`config.mk`:
```
export PLATFORM = sky130hd
export DESIGN_NAME = pulse_dispatch_arbiter
export DESIGN_NICKNAME = d
export VERILOG_FILES = /design/src/rtl/pulse_pkg.sv /design/src/rtl/rr_arbiter.sv /design/src/rtl/pulse_dispatch_arbiter.sv
export SDC_FILE = /design/constraint.sdc
export NUM_CORES = 1
export LEC_CHECK = 0
export ABC_AREA = 1
export BUFFER_PORTS_ARGS = -buffer_cell sky130_fd_sc_hd__buf_2
export CAP_MARGIN = 20
export CORE_MARGIN = 8
export CORE_UTILIZATION = 35
export CTS_CLUSTER_DIAMETER = 30
export DETAILED_ROUTE_END_ITERATION = 16
export GPL_TIMING_DRIVEN = 0
export PLACE_DENSITY = 0.65
export SYNTH_ARGS = -nofsm -noshare
export SYNTH_HDL_FRONTEND = slang
export SYNTH_SLANG_ARGS = --single-unit
```
`constraint.sdc`:
```
create_clock -name clk -period 7.9 [get_ports clk]
set_clock_uncertainty 0.1 [all_clocks]
set_input_delay 0.395 -clock clk [delete_from_list [all_inputs] [get_ports clk]]
set_output_delay 0.395 -clock clk [all_outputs]
set_load 0.02 [all_outputs]
```
`src/rtl/pulse_pkg.sv`:
```
// Shared pulse descriptor types for the pulse dispatch path.
// Field widths match the PULSE_REG_* register layout.
package pulse_pkg;

    localparam int FREQ_W   = 32;
    localparam int PHASE_W  = 16;
    localparam int AMP_W    = 16;
    localparam int TSTART_W = 32;
    localparam int TLEN_W   = 16;
    localparam int ENV_W    = 10;

    typedef struct packed {
        logic [FREQ_W-1:0]   freq;
        logic [PHASE_W-1:0]  phase;
        logic [AMP_W-1:0]    amp;
        logic [TSTART_W-1:0] tstart;
        logic [TLEN_W-1:0]   tlen;
        logic [ENV_W-1:0]    env;
    } pulse_params_t;

    typedef enum logic [1:0] {IDLE, ISSUE, PLAY, GAP} dispatch_state_e;

endpackage

```
`src/rtl/rr_arbiter.sv`:
```
// Combinational round-robin arbiter: grants the first requester at or after ptr,
// wrapping around to channel 0.
module rr_arbiter #(
    parameter  int NUM_CH = 4,
    localparam int IDX_W  = $clog2(NUM_CH)
) (
    input  logic [NUM_CH-1:0] req,
    input  logic [IDX_W-1:0]  ptr,
    output logic [NUM_CH-1:0] grant_oh,
    output logic [IDX_W-1:0]  grant_idx,
    output logic              any
);

    localparam int SUM_W = IDX_W + 1;

    logic [SUM_W-1:0] sum;
    logic [IDX_W-1:0] idx;
    logic             found;

    // Scan from ptr upward; sum wraps by subtracting NUM_CH so non-power-of-2 counts work.
    always_comb begin
        grant_oh  = '0;
        grant_idx = '0;
        found     = 1'b0;
        sum       = '0;
        idx       = '0;
        for (int k = 0; k < NUM_CH; k++) begin
            sum = {1'b0, ptr} + SUM_W'(k);
            if (sum >= SUM_W'(NUM_CH)) begin
                sum = sum - SUM_W'(NUM_CH);
            end
            idx = sum[IDX_W-1:0];
            if (!found && req[idx]) begin
                found         = 1'b1;
                grant_oh[idx] = 1'b1;
                grant_idx     = idx;
            end
        end
    end

    assign any = |req;

endmodule

```
`src/rtl/pulse_dispatch_arbiter.sv`:
```
// Shares one pulse_engine between NUM_CH pulse sources: one-deep slot per channel,
// time-gated round-robin issue, then a t_len + GUARD_CYCLES dead time.
module pulse_dispatch_arbiter
    import pulse_pkg::*;
#(
    parameter  int NUM_CH       = 4,
    parameter  int GUARD_CYCLES = 2,
    localparam int CH_W         = $clog2(NUM_CH)
) (
    input  logic                             clk,
    input  logic                             rst_n,
    input  logic [TSTART_W-1:0]              time_now,
    input  logic [NUM_CH-1:0]                s_valid,
    output logic [NUM_CH-1:0]                s_ready,
    input  logic [NUM_CH-1:0][FREQ_W-1:0]    s_freq,
    input  logic [NUM_CH-1:0][PHASE_W-1:0]   s_phase,
    input  logic [NUM_CH-1:0][AMP_W-1:0]     s_amp,
    input  logic [NUM_CH-1:0][TSTART_W-1:0]  s_tstart,
    input  logic [NUM_CH-1:0][TLEN_W-1:0]    s_tlen,
    input  logic [NUM_CH-1:0][ENV_W-1:0]     s_env,
    output logic                             m_valid,
    input  logic                             m_ready,
    output logic [FREQ_W-1:0]                m_freq,
    output logic [PHASE_W-1:0]               m_phase,
    output logic [AMP_W-1:0]                 m_amp,
    output logic [TSTART_W-1:0]              m_tstart,
    output logic [TLEN_W-1:0]                m_tlen,
    output logic [ENV_W-1:0]                 m_env,
    output logic [CH_W-1:0]                  m_ch,
    output logic                             busy,
    output logic [NUM_CH-1:0]                late_flag,
    input  logic [NUM_CH-1:0]                late_clr
);

    dispatch_state_e   state, next_state;
    pulse_params_t     slot [NUM_CH];
    pulse_params_t     m_pulse;
    logic [NUM_CH-1:0] full, elig, grant_oh, late_set;
    logic [CH_W-1:0]   rr_ptr, grant_idx, m_ch_q;
    logic [TLEN_W-1:0] countdown;
    logic              grant_any, grant, hs;

    // Signed modulo difference keeps eligibility correct across counter wrap.
    for (genvar g = 0; g < NUM_CH; g++) begin : g_elig
        logic [TSTART_W-1:0] diff;
        assign diff    = time_now - slot[g].tstart;
        assign elig[g] = full[g] & ~diff[TSTART_W-1];
    end

    rr_arbiter #(.NUM_CH(NUM_CH)) u_rr (
        .req       (elig),
        .ptr       (rr_ptr),
        .grant_oh  (grant_oh),
        .grant_idx (grant_idx),
        .any       (grant_any)
    );

    assign grant = (state == IDLE) && grant_any;
    assign hs    = (state == ISSUE) && m_ready;

    always_ff @(posedge clk) begin
        if (!rst_n) state <= IDLE;
        else        state <= next_state;
    end

    always_comb begin
        next_state = state;
        case (state)
            IDLE:  if (grant_any) next_state = ISSUE;
            ISSUE: if (m_ready) begin
                       if (m_pulse.tlen != '0)  next_state = PLAY;
                       else if (GUARD_CYCLES > 0) next_state = GAP;
                       else                       next_state = IDLE;
                   end
            PLAY:  if (countdown == TLEN_W'(1)) next_state = (GUARD_CYCLES > 0) ? GAP : IDLE;
            GAP:   if (countdown == TLEN_W'(1)) next_state = IDLE;
            default: next_state = IDLE;
        endcase
    end

    always_comb begin
        m_valid = (state == ISSUE);
        busy    = (state != IDLE);
    end

    // Slot occupancy; a slot freed by the handshake only shows ready next cycle.
    always_ff @(posedge clk) begin
        if (!rst_n) begin
            full <= '0;
        end else begin
            for (int i = 0; i < NUM_CH; i++) begin
                if (hs && m_ch_q == CH_W'(i))       full[i] <= 1'b0;
                else if (s_valid[i] && !full[i])    full[i] <= 1'b1;
            end
        end
    end

    always_ff @(posedge clk) begin
        for (int i = 0; i < NUM_CH; i++) begin
            if (s_valid[i] && !full[i]) begin
                slot[i] <= {s_freq[i], s_phase[i], s_amp[i], s_tstart[i], s_tlen[i], s_env[i]};
            end
        end
    end

    assign s_ready = ~full;

    always_ff @(posedge clk) begin
        if (!rst_n) begin
            m_pulse <= '0;
            m_ch_q  <= '0;
            rr_ptr  <= '0;
        end else begin
            if (grant) begin
                m_pulse <= slot[grant_idx];
                m_ch_q  <= grant_idx;
            end
            if (hs) rr_ptr <= (m_ch_q == CH_W'(NUM_CH - 1)) ? '0 : m_ch_q + CH_W'(1);
        end
    end

    // One counter serves both the play dwell and the guard gap.
    always_ff @(posedge clk) begin
        if (!rst_n) begin
            countdown <= '0;
        end else if (hs) begin
            countdown <= (m_pulse.tlen != '0) ? m_pulse.tlen : TLEN_W'(GUARD_CYCLES);
        end else if (state == PLAY && countdown == TLEN_W'(1)) begin
            countdown <= TLEN_W'(GUARD_CYCLES);
        end else if (state == PLAY || state == GAP) begin
            countdown <= countdown - TLEN_W'(1);
        end
    end

    always_comb begin
        late_set = '0;
        if (grant && time_now != slot[grant_idx].tstart) late_set = grant_oh;
    end

    always_ff @(posedge clk) begin
        if (!rst_n) late_flag <= '0;
        else        late_flag <= (late_flag & ~late_clr) | late_set;
    end

    assign m_freq   = m_pulse.freq;
    assign m_phase  = m_pulse.phase;
    assign m_amp    = m_pulse.amp;
    assign m_tstart = m_pulse.tstart;
    assign m_tlen   = m_pulse.tlen;
    assign m_env    = m_pulse.env;
    assign m_ch     = m_ch_q;

endmodule

```
==> results of run 1 <==
tightest hold or removal path: cells and delay by family:
family	cells	cell delay, ns
buffers and inverters	1	0.11
AOI/OAI and AO/OA	3	0.43
routing by layer:
metal | up-vias | track usage, % | wire (um)
met4 | 10 | 17.1 | 9090
met3 | 572 | 8.40 | 14600
met1 | 13703 | 31.6 | 48200
li1 | 13007 | - | -
met2 | 2060 | 48.9 | 67200
met5 | - | 0 | 71
placed cells by master, fill, tap and decap left out, types with 75 or more instances in the layout:
cell | netlist | routed
sky130_fd_sc_hd__o22ai_1 | 95 | 95
sky130_fd_sc_hd__a21oi_1 | 75 | 75
sky130_fd_sc_hd__nand3_1 | 215 | 215
sky130_fd_sc_hd__ha_1 | 138 | 138
sky130_fd_sc_hd__clkbuf_16 | 0 | 147
sky130_fd_sc_hd__buf_2 | 45 | 708
sky130_fd_sc_hd__dfxtp_1 | 152 | 152
sky130_fd_sc_hd__o21ai_0 | 264 | 264
sky130_fd_sc_hd__dlygate4sd3_1 | 0 | 497
sky130_fd_sc_hd__nor2_1 | 439 | 434
sky130_fd_sc_hd__clkbuf_1 | 74 | 96
sky130_fd_sc_hd__edfxtp_1 | 488 | 488
sky130_fd_sc_hd__inv_1 | 375 | 375
sky130_fd_sc_hd__nand2_1 | 434 | 434
cells by family (layout without fill, tap and decap cells):
group,after synthesis,after routing,share of synthesized area (%)
AO/OA/AOI/OAI,531,531,9.81
XOR/XNOR,12,12,0.356
adder cells (fa/ha/maj),138,138,5.85
buffers and inverters,523,1973,7.22
flip-flops,640,640,59.9
other,0,47,0
AND/OR/NAND/NOR,1168,1168,16.8
registers in the layout (all words and copies together), names as in the netlist:
name / cells
slot: 488
m_tstart: 32
m_freq: 32
rr_ptr: 2
m_ch: 2
late_flag: 4
full: 4
state: 2
m_tlen: 16
m_amp: 16
m_env: 10
m_phase: 16
countdown: 16
report_power, final:
part           switching (W)  internal [W]
logic                0.00447       0.00186
clock network        0.00212       0.00404
registers           0.000317       0.00416
total                0.00691        0.0101
cell type report:
cell class / instances / area, um^2 / share of cell area, %
multi-input combinational: 1849 / 9730 / 21.7
clock buffer: 180 / 3910 / 8.72
antenna: 47 / 118 / 0.262
timing repair buffer: 1182 / 8770 / 19.5
sequential: 640 / 17700 / 39.5
clock inverter: 88 / 1130 / 2.53
buffer: 144 / 709 / 1.58
inverter: 379 / 1420 / 3.17
tap: 1080 / 1350 / 3.01
timing repair:
item | CTS | global route
hold buffers | 497 | 0
resized for setup | 0 | 0
buffers inserted | 0 | 0
hold endpoints to repair | 497 | 0
metrics by stage:
step           hold slack (ns)  cell area [um^2]
2_1_floorplan            0.357             29500
3_3_place_gp             0.353             34200
3_5_place_dp             0.357             34700
4_1_cts                  0.106             44700
5_1_grt                  0.220             44800
6_report                 0.162             44800
final timing paths:
path | startpoint | end | slack (ns)
max | slot[3][46] | m_amp[0] | 2.68
min | m_ready | state[0] | 0.16
max reg2reg | slot[3][46] | m_amp[0] | 2.68
min reg2reg | late_flag[0] | late_flag[0] | 0.35
==> impl_results.rst, run 1 <==
.. list-table::
   :header-rows: 1

   * - Metric
     - Value
   * - WL/cell
     - 24.9 um
   * - Biggest area consumer among synthesized cells
     - sky130_fd_sc_hd__edfxtp_1
   * - Wire length after detailed routing
     - 139,000 um
   * - Wire length of the first global-routing pass
     - 199,000 um
   * - Worst endpoint data arrival time
     - 5.82 ns
   * - Share of the yosys chip area belonging to registers
     - about three fifths
   * - Result of the run
     - completed
   * - Data required time of the worst path
     - 8.49 ns
   * - Cell count after placement
     - 4,777
   * - Pre-antenna DRT Iters
     - 6
   * - Actual slew at the worst max-slew pin
     - 1.07 ns
   * - Last weighted congestion value of the routability-driven placer
     - ~0.94
   * - Largest delay contributor family on the critical path
     - simple AND/OR/NAND/NOR gates
   * - Final standard cell count with taps included and fillers excluded
     - 5,589
   * - Vias in the first global route
     - 30,315
   * - Number of slew-limit violations in the final report
     - 0
   * - Number of top-level pins
     - 665
   * - Worst IR Drop VDD
     - 0.278 mV
   * - Cell row count
     - 106
   * - Mean Syn Cell Area
     - around 9.8 um^2
   * - Number of register bits inferred by synthesis
     - 640
   * - Number of enable flip-flop cells after synthesis
     - 488
   * - Via Count
     - 29,352
   * - Chip Width
     - 306 um
   * - Starting DRC count in detailed routing
     - about 3,200
   * - Area overhead of the layout relative to synthesis
     - 51.9%
   * - Residual DRC count
     - 0
   * - Startpoint class of the critical path
     - flip-flop
   * - Maximum number of pins on one net before global-route repair
     - 28
   * - Yosys warning count
     - 0
   * - Number of antenna violations at the first check in global routing
     - 48
   * - Number of setup violations in the final report
     - 0
   * - Setup TNS
     - 0 ns
   * - Fin. Hold Viols
     - 0
   * - Clock Root Buffer
     - sky130_fd_sc_hd__clkbuf_16
   * - Post-detailed-placement half-perimeter wirelength
     - 92,600 um
   * - Areal power density over the cells
     - ~380 nW/um^2
   * - Worst-case headroom to the max-slew limit
     - between 20% and 30%
   * - Post-synth net total
     - 3,681
   * - Combined buffer and inverter count along the critical path
     - 5
   * - Die footprint
     - 93,900 um^2
   * - Die outline height
     - approximately 310 um
   * - Initial core utilization
     - 35.3%
   * - Primary flip-flop cell chosen by synthesis mapping
     - sky130_fd_sc_hd__edfxtp_1
   * - Setup repair after global routing missed its margin
     - false
   * - Share of the clock period used by the worst path after layout
     - 66.1%
   * - Leading post-synthesis cells by instance count
     - 488 x sky130_fd_sc_hd__edfxtp_1, 439 x sky130_fd_sc_hd__nor2_1, 434 x sky130_fd_sc_hd__nand2_1
   * - Tot Pwr
     - 0.0170 W
   * - Achievable clock frequency
     - 191 MHz
   * - Fillers
     - 6,979
   * - Top fanout value on the critical path
     - 10
   * - Critical path capture point type
     - flip-flop
   * - Most instantiated library cell after synthesis
     - sky130_fd_sc_hd__edfxtp_1
   * - Total routing usage reported by global routing
     - between 20 and 30%
   * - Clock sink count
     - 640
   * - Clock buffer count from CTS
     - 145
   * - Share of cells above drive strength 1
     - 22.8%
   * - Number of instances on the worst hold path
     - 4
   * - Worst hold-check path type
     - in2reg
   * - Layout net count
     - 5,010
   * - Clock transition at the registers of the reported paths
     - approximately 0.05 ns
   * - Slowest cell on crit path
     - sky130_fd_sc_hd__clkbuf_1
   * - Via count normalized by instance count
     - 5.25
   * - Most used cell along the critical path
     - sky130_fd_sc_hd__nand2_1
   * - CP Depth
     - 26
   * - Count of max-cap constraint violations
     - 0
   * - Grt total ovfl
     - 0
   * - Number of buffers between clock root and the deepest sink
     - 3
   * - Share of flip-flops with an asynchronous set or reset
     - 0%
   * - Post-synthesis instance area
     - 29,500 um^2
   * - Routed Antenna Nets
     - 0
   * - Placeable core region
     - between 80,000 and 90,000 um^2
   * - Area fraction of the dominant cell type after synthesis
     - 49.6%
   * - Clock latency at the later pin of the worst-skew pair
     - 0.74 ns
   * - Cell count of the worst reg-to-reg path
     - 26
   * - Number of instances in the synthesized netlist
     - roughly 3,000
   * - Setup ws final
     - about 2.7 ns
   * - Shortest period the worst path allows
     - 5.22 ns
   * - CTS tree
     - yes
   * - Post-placement worst setup slack
     - 2.66 ns
   * - Crit path largest cell delay
     - 0.58 ns
   * - H-tree depth
     - 4
   * - Number of distinct standard cells referenced by the synthesized netlist
     - 45
   * - IO buf count
     - between 600 and 700
   * - Leakage power
     - 20.3 nW
   * - Kind of critical path
     - reg2reg
   * - Dominant cells by area after synthesis
     - sky130_fd_sc_hd__edfxtp_1 50%, sky130_fd_sc_hd__dfxtp_1 10%, sky130_fd_sc_hd__ha_1 5.8%
   * - Final Core Density
     - 53.7%
Note: power is estimated with default switching activity, not from simulation.
==> run 2, diff against run 1 <==
==> constraint.sdc (replaced) <==
create_clock -name clk -period 5.3 [get_ports clk]
set_clock_uncertainty 0.1 [all_clocks]
set_input_delay 0.265 -clock clk [delete_from_list [all_inputs] [get_ports clk]]
set_output_delay 0.265 -clock clk [all_outputs]
set_load 0.02 [all_outputs]
==> run 2 against run 1 <==
Effect of this change:
- via count grew 0.29%
- combinational power rose by 48%
- power grew 52%
- global-route usage shrank 0.47 points
- die area unchanged
- worst setup slack got worse by 2.3 ns
- cell area rose by 0.62%
- critical path depth did not move
- clock power up 59%
- worst hold slack got worse by 0.056 ns
- largest cell class unchanged
==> impl_results.rst, run 2 (synthesized netlist as in run 1, its figures left out) <==
.. list-table::
   :header-rows: 1

   * - Metric
     - Value
   * - Area overhead of the layout relative to synthesis
     - 52.8%
   * - Areal power density over the cells
     - 574 nW/um^2
   * - Share of the clock period used by the worst path after layout
     - 93.8%
   * - Last weighted congestion value of the routability-driven placer
     - a little over 0.9
   * - Cell count of the worst reg-to-reg path
     - 26
   * - Die outline height
     - between 300 and 400 um
   * - Chip Width
     - roughly 310 um
   * - Kind of critical path
     - reg2reg
   * - CP Depth
     - 26
   * - Fin. Hold Viols
     - 0
   * - Routed Antenna Nets
     - 0
   * - Most used routing layer in global routing
     - met2
   * - Post-placement worst setup slack
     - 0.0968 ns
   * - Top fanout value on the critical path
     - 10
   * - Leading cell types in the layout, fill and taps excluded
     - 707 x sky130_fd_sc_hd__buf_2, 498 x sky130_fd_sc_hd__dlygate4sd3_1, 488 x sky130_fd_sc_hd__edfxtp_1, 434 x sky130_fd_sc_hd__nand2_1, 434 x sky130_fd_sc_hd__nor2_1
   * - Number of instances on the worst hold path
     - 2
   * - Actual slew at the worst max-slew pin
     - 1.12 ns
   * - Final standard cell count with taps included and fillers excluded
     - between 5,000 and 6,000
   * - Layout net count
     - 5,009
   * - Combined buffer and inverter count along the critical path
     - 5
   * - Achievable clock frequency
     - roughly 200 MHz
   * - Number of buffers between clock root and the deepest sink
     - 3
   * - Via count normalized by instance count
     - between 5 and 6
   * - Placeable core region
     - 83,600 um^2
   * - Crit path largest cell delay
     - 0.61 ns
   * - Most common cell after layout, fill and taps aside
     - sky130_fd_sc_hd__buf_2
   * - Number of flip-flops under the largest register name
     - 488
   * - IO buf count
     - 663
   * - Vias in the first global route
     - 30,324
   * - Shortest period the worst path allows
     - 4.97 ns
   * - Number of slew-limit violations in the final report
     - 0
   * - Clock sink count
     - 640
   * - Initial core utilization
     - 35.3%
   * - H-tree depth
     - 4
   * - Worst IR Drop VDD
     - 0.372 mV
   * - Count of max-cap constraint violations
     - 0
   * - Post-detailed-placement half-perimeter wirelength
     - 93,000 um
   * - Pre-antenna DRT Iters
     - 6
   * - Worst hold-check path type
     - in2reg
   * - Grt total ovfl
     - 0
   * - Data required time of the worst path
     - 5.89 ns
   * - Setup ws final
     - approximately 0.33 ns
   * - Cell row count
     - 106
   * - Met3 layer usage reported by global route
     - 9.15%
   * - Clock latency at the later pin of the worst-skew pair
     - 0.75 ns
   * - Clock Root Buffer
     - sky130_fd_sc_hd__clkbuf_16
   * - CTS tree
     - yes
   * - Number of antenna violations at the first check in global routing
     - 35
   * - Residual DRC count
     - 0
   * - Clock buffer count from CTS
     - ~150
   * - Result of the run
     - completed
   * - Maximum number of pins on one net before global-route repair
     - 29
   * - Critical path capture point type
     - flip-flop
   * - Most used cell along the critical path
     - sky130_fd_sc_hd__nand2_1
   * - Largest delay contributor family on the critical path
     - simple AND/OR/NAND/NOR gates
   * - GR Layer Usage met1
     - between 30% and 40%
   * - Setup repair after global routing missed its margin
     - false
   * - Top register by number of flip-flops
     - slot
   * - Startpoint class of the critical path
     - flip-flop
   * - Leakage power
     - 20.4 nW
   * - Clock transition at the registers of the reported paths
     - 0.05 ns
   * - Via Count
     - 29,436
   * - Wire length after detailed routing
     - 138,000 um
   * - Worst endpoint data arrival time
     - ~5.6 ns
   * - Met2 demand-to-capacity share in global routing
     - a little under half
   * - Worst-case headroom to the max-slew limit
     - 25.1%
   * - Starting DRC count in detailed routing
     - 3,180
   * - Share of cells above drive strength 1
     - 23.1%
   * - Number of setup violations in the final report
     - 0
   * - Cell count after placement
     - 4,775
   * - Wire length of the first global-routing pass
     - 196,000 um
   * - Total routing usage reported by global routing
     - between 20 and 30%
   * - Slowest cell on crit path
     - sky130_fd_sc_hd__clkbuf_1
   * - WL/cell
     - 24.8 um
   * - Die footprint
     - approximately 94,000 um^2
   * - Fillers
     - 6,899
   * - Number of top-level pins
     - 665
run 2: changes by cell type in the layout (fill, tap and decap cells not counted), moves of 2 or more:
| cell | delta |
|---|---|
| sky130_fd_sc_hd__bufinv_16 | +12 |
| sky130_fd_sc_hd__clkinv_4 | -3 |
| sky130_fd_sc_hd__clkinv_2 | -5 |
| sky130_fd_sc_hd__clkbuf_2 | +3 |
| sky130_fd_sc_hd__inv_6 | +11 |
| sky130_fd_sc_hd__buf_16 | -3 |
| sky130_fd_sc_hd__diode_2 | -2 |
| sky130_fd_sc_hd__clkinvlp_4 | +2 |
| sky130_fd_sc_hd__clkbuf_1 | -12 |
| sky130_fd_sc_hd__clkbuf_8 | -6 |
run 2: timing repair:
item / 4_1_cts / 5_1_grt
endpoints found under the hold margin: 504 / 0
hold buffers: 498 / 0
gates resized for setup: 0 / 9
setup buffers: 0 / 0
endpoints found under the setup margin: 0 / 42
run 2: layout make-up:
cell class                 instances  area, um^2  share of cell area [%]
sequential                       640       17700                    39.2
multi-input combinational       1849        9740                    21.6
timing repair buffer            1181        8710                    19.3
clock buffer                     165        3800                    8.41
clock inverter                   105        1580                    3.49
inverter                         379        1420                    3.15
tap                             1080        1350                    2.99
buffer                           144         716                    1.59
antenna                           45         113                   0.250
run 2: path summary, 6_finish.rpt:
| check | startpoint | slack [ns] | to |
|---|---|---|---|
| max | slot[3][46] | 0.33 | m_amp[3] |
| min | s_amp[50] | 0.11 | slot[3][60] |
| max reg2reg | slot[3][46] | 0.33 | m_amp[3] |
| min reg2reg | late_flag[2] | 0.36 | late_flag[2] |
run 2: metrics by stage:
stage | power [W] | cell area [um^2] | utilization [%] | hold slack [ns] | TNS (ns)
final | 0.0259 | 45100 | 54.0 | 0.106 | 0
after global routing | 0.0269 | 45100 | 53.9 | 0.0802 | 0
after CTS | 0.0255 | 45000 | 53.9 | 0.0602 | 0
after detailed placement | 0.0153 | 34600 | 41.5 | 0.343 | 0
after global placement | 0.0152 | 34200 | 40.9 | 0.341 | -877.79
after floorplan | 0.0118 | 29500 | - | 0.264 | 0
run 2: metal layers:
metal | share of wire (%) | routed length [um]
met5 | 0.043 | 60
met4 | 6.4 | 8860
met3 | 11 | 15500
met2 | 48 | 66100
met1 | 35 | 47800
run 2: report_power, final:
| group | leakage [nW] | internal (W) | switching [W] |
|---|---|---|---|
| clock | 2.57 | 0.00656 | 0.00328 |
| combinational | 11.9 | 0.00276 | 0.00661 |
| sequential | 5.91 | 0.00621 | 0.000471 |
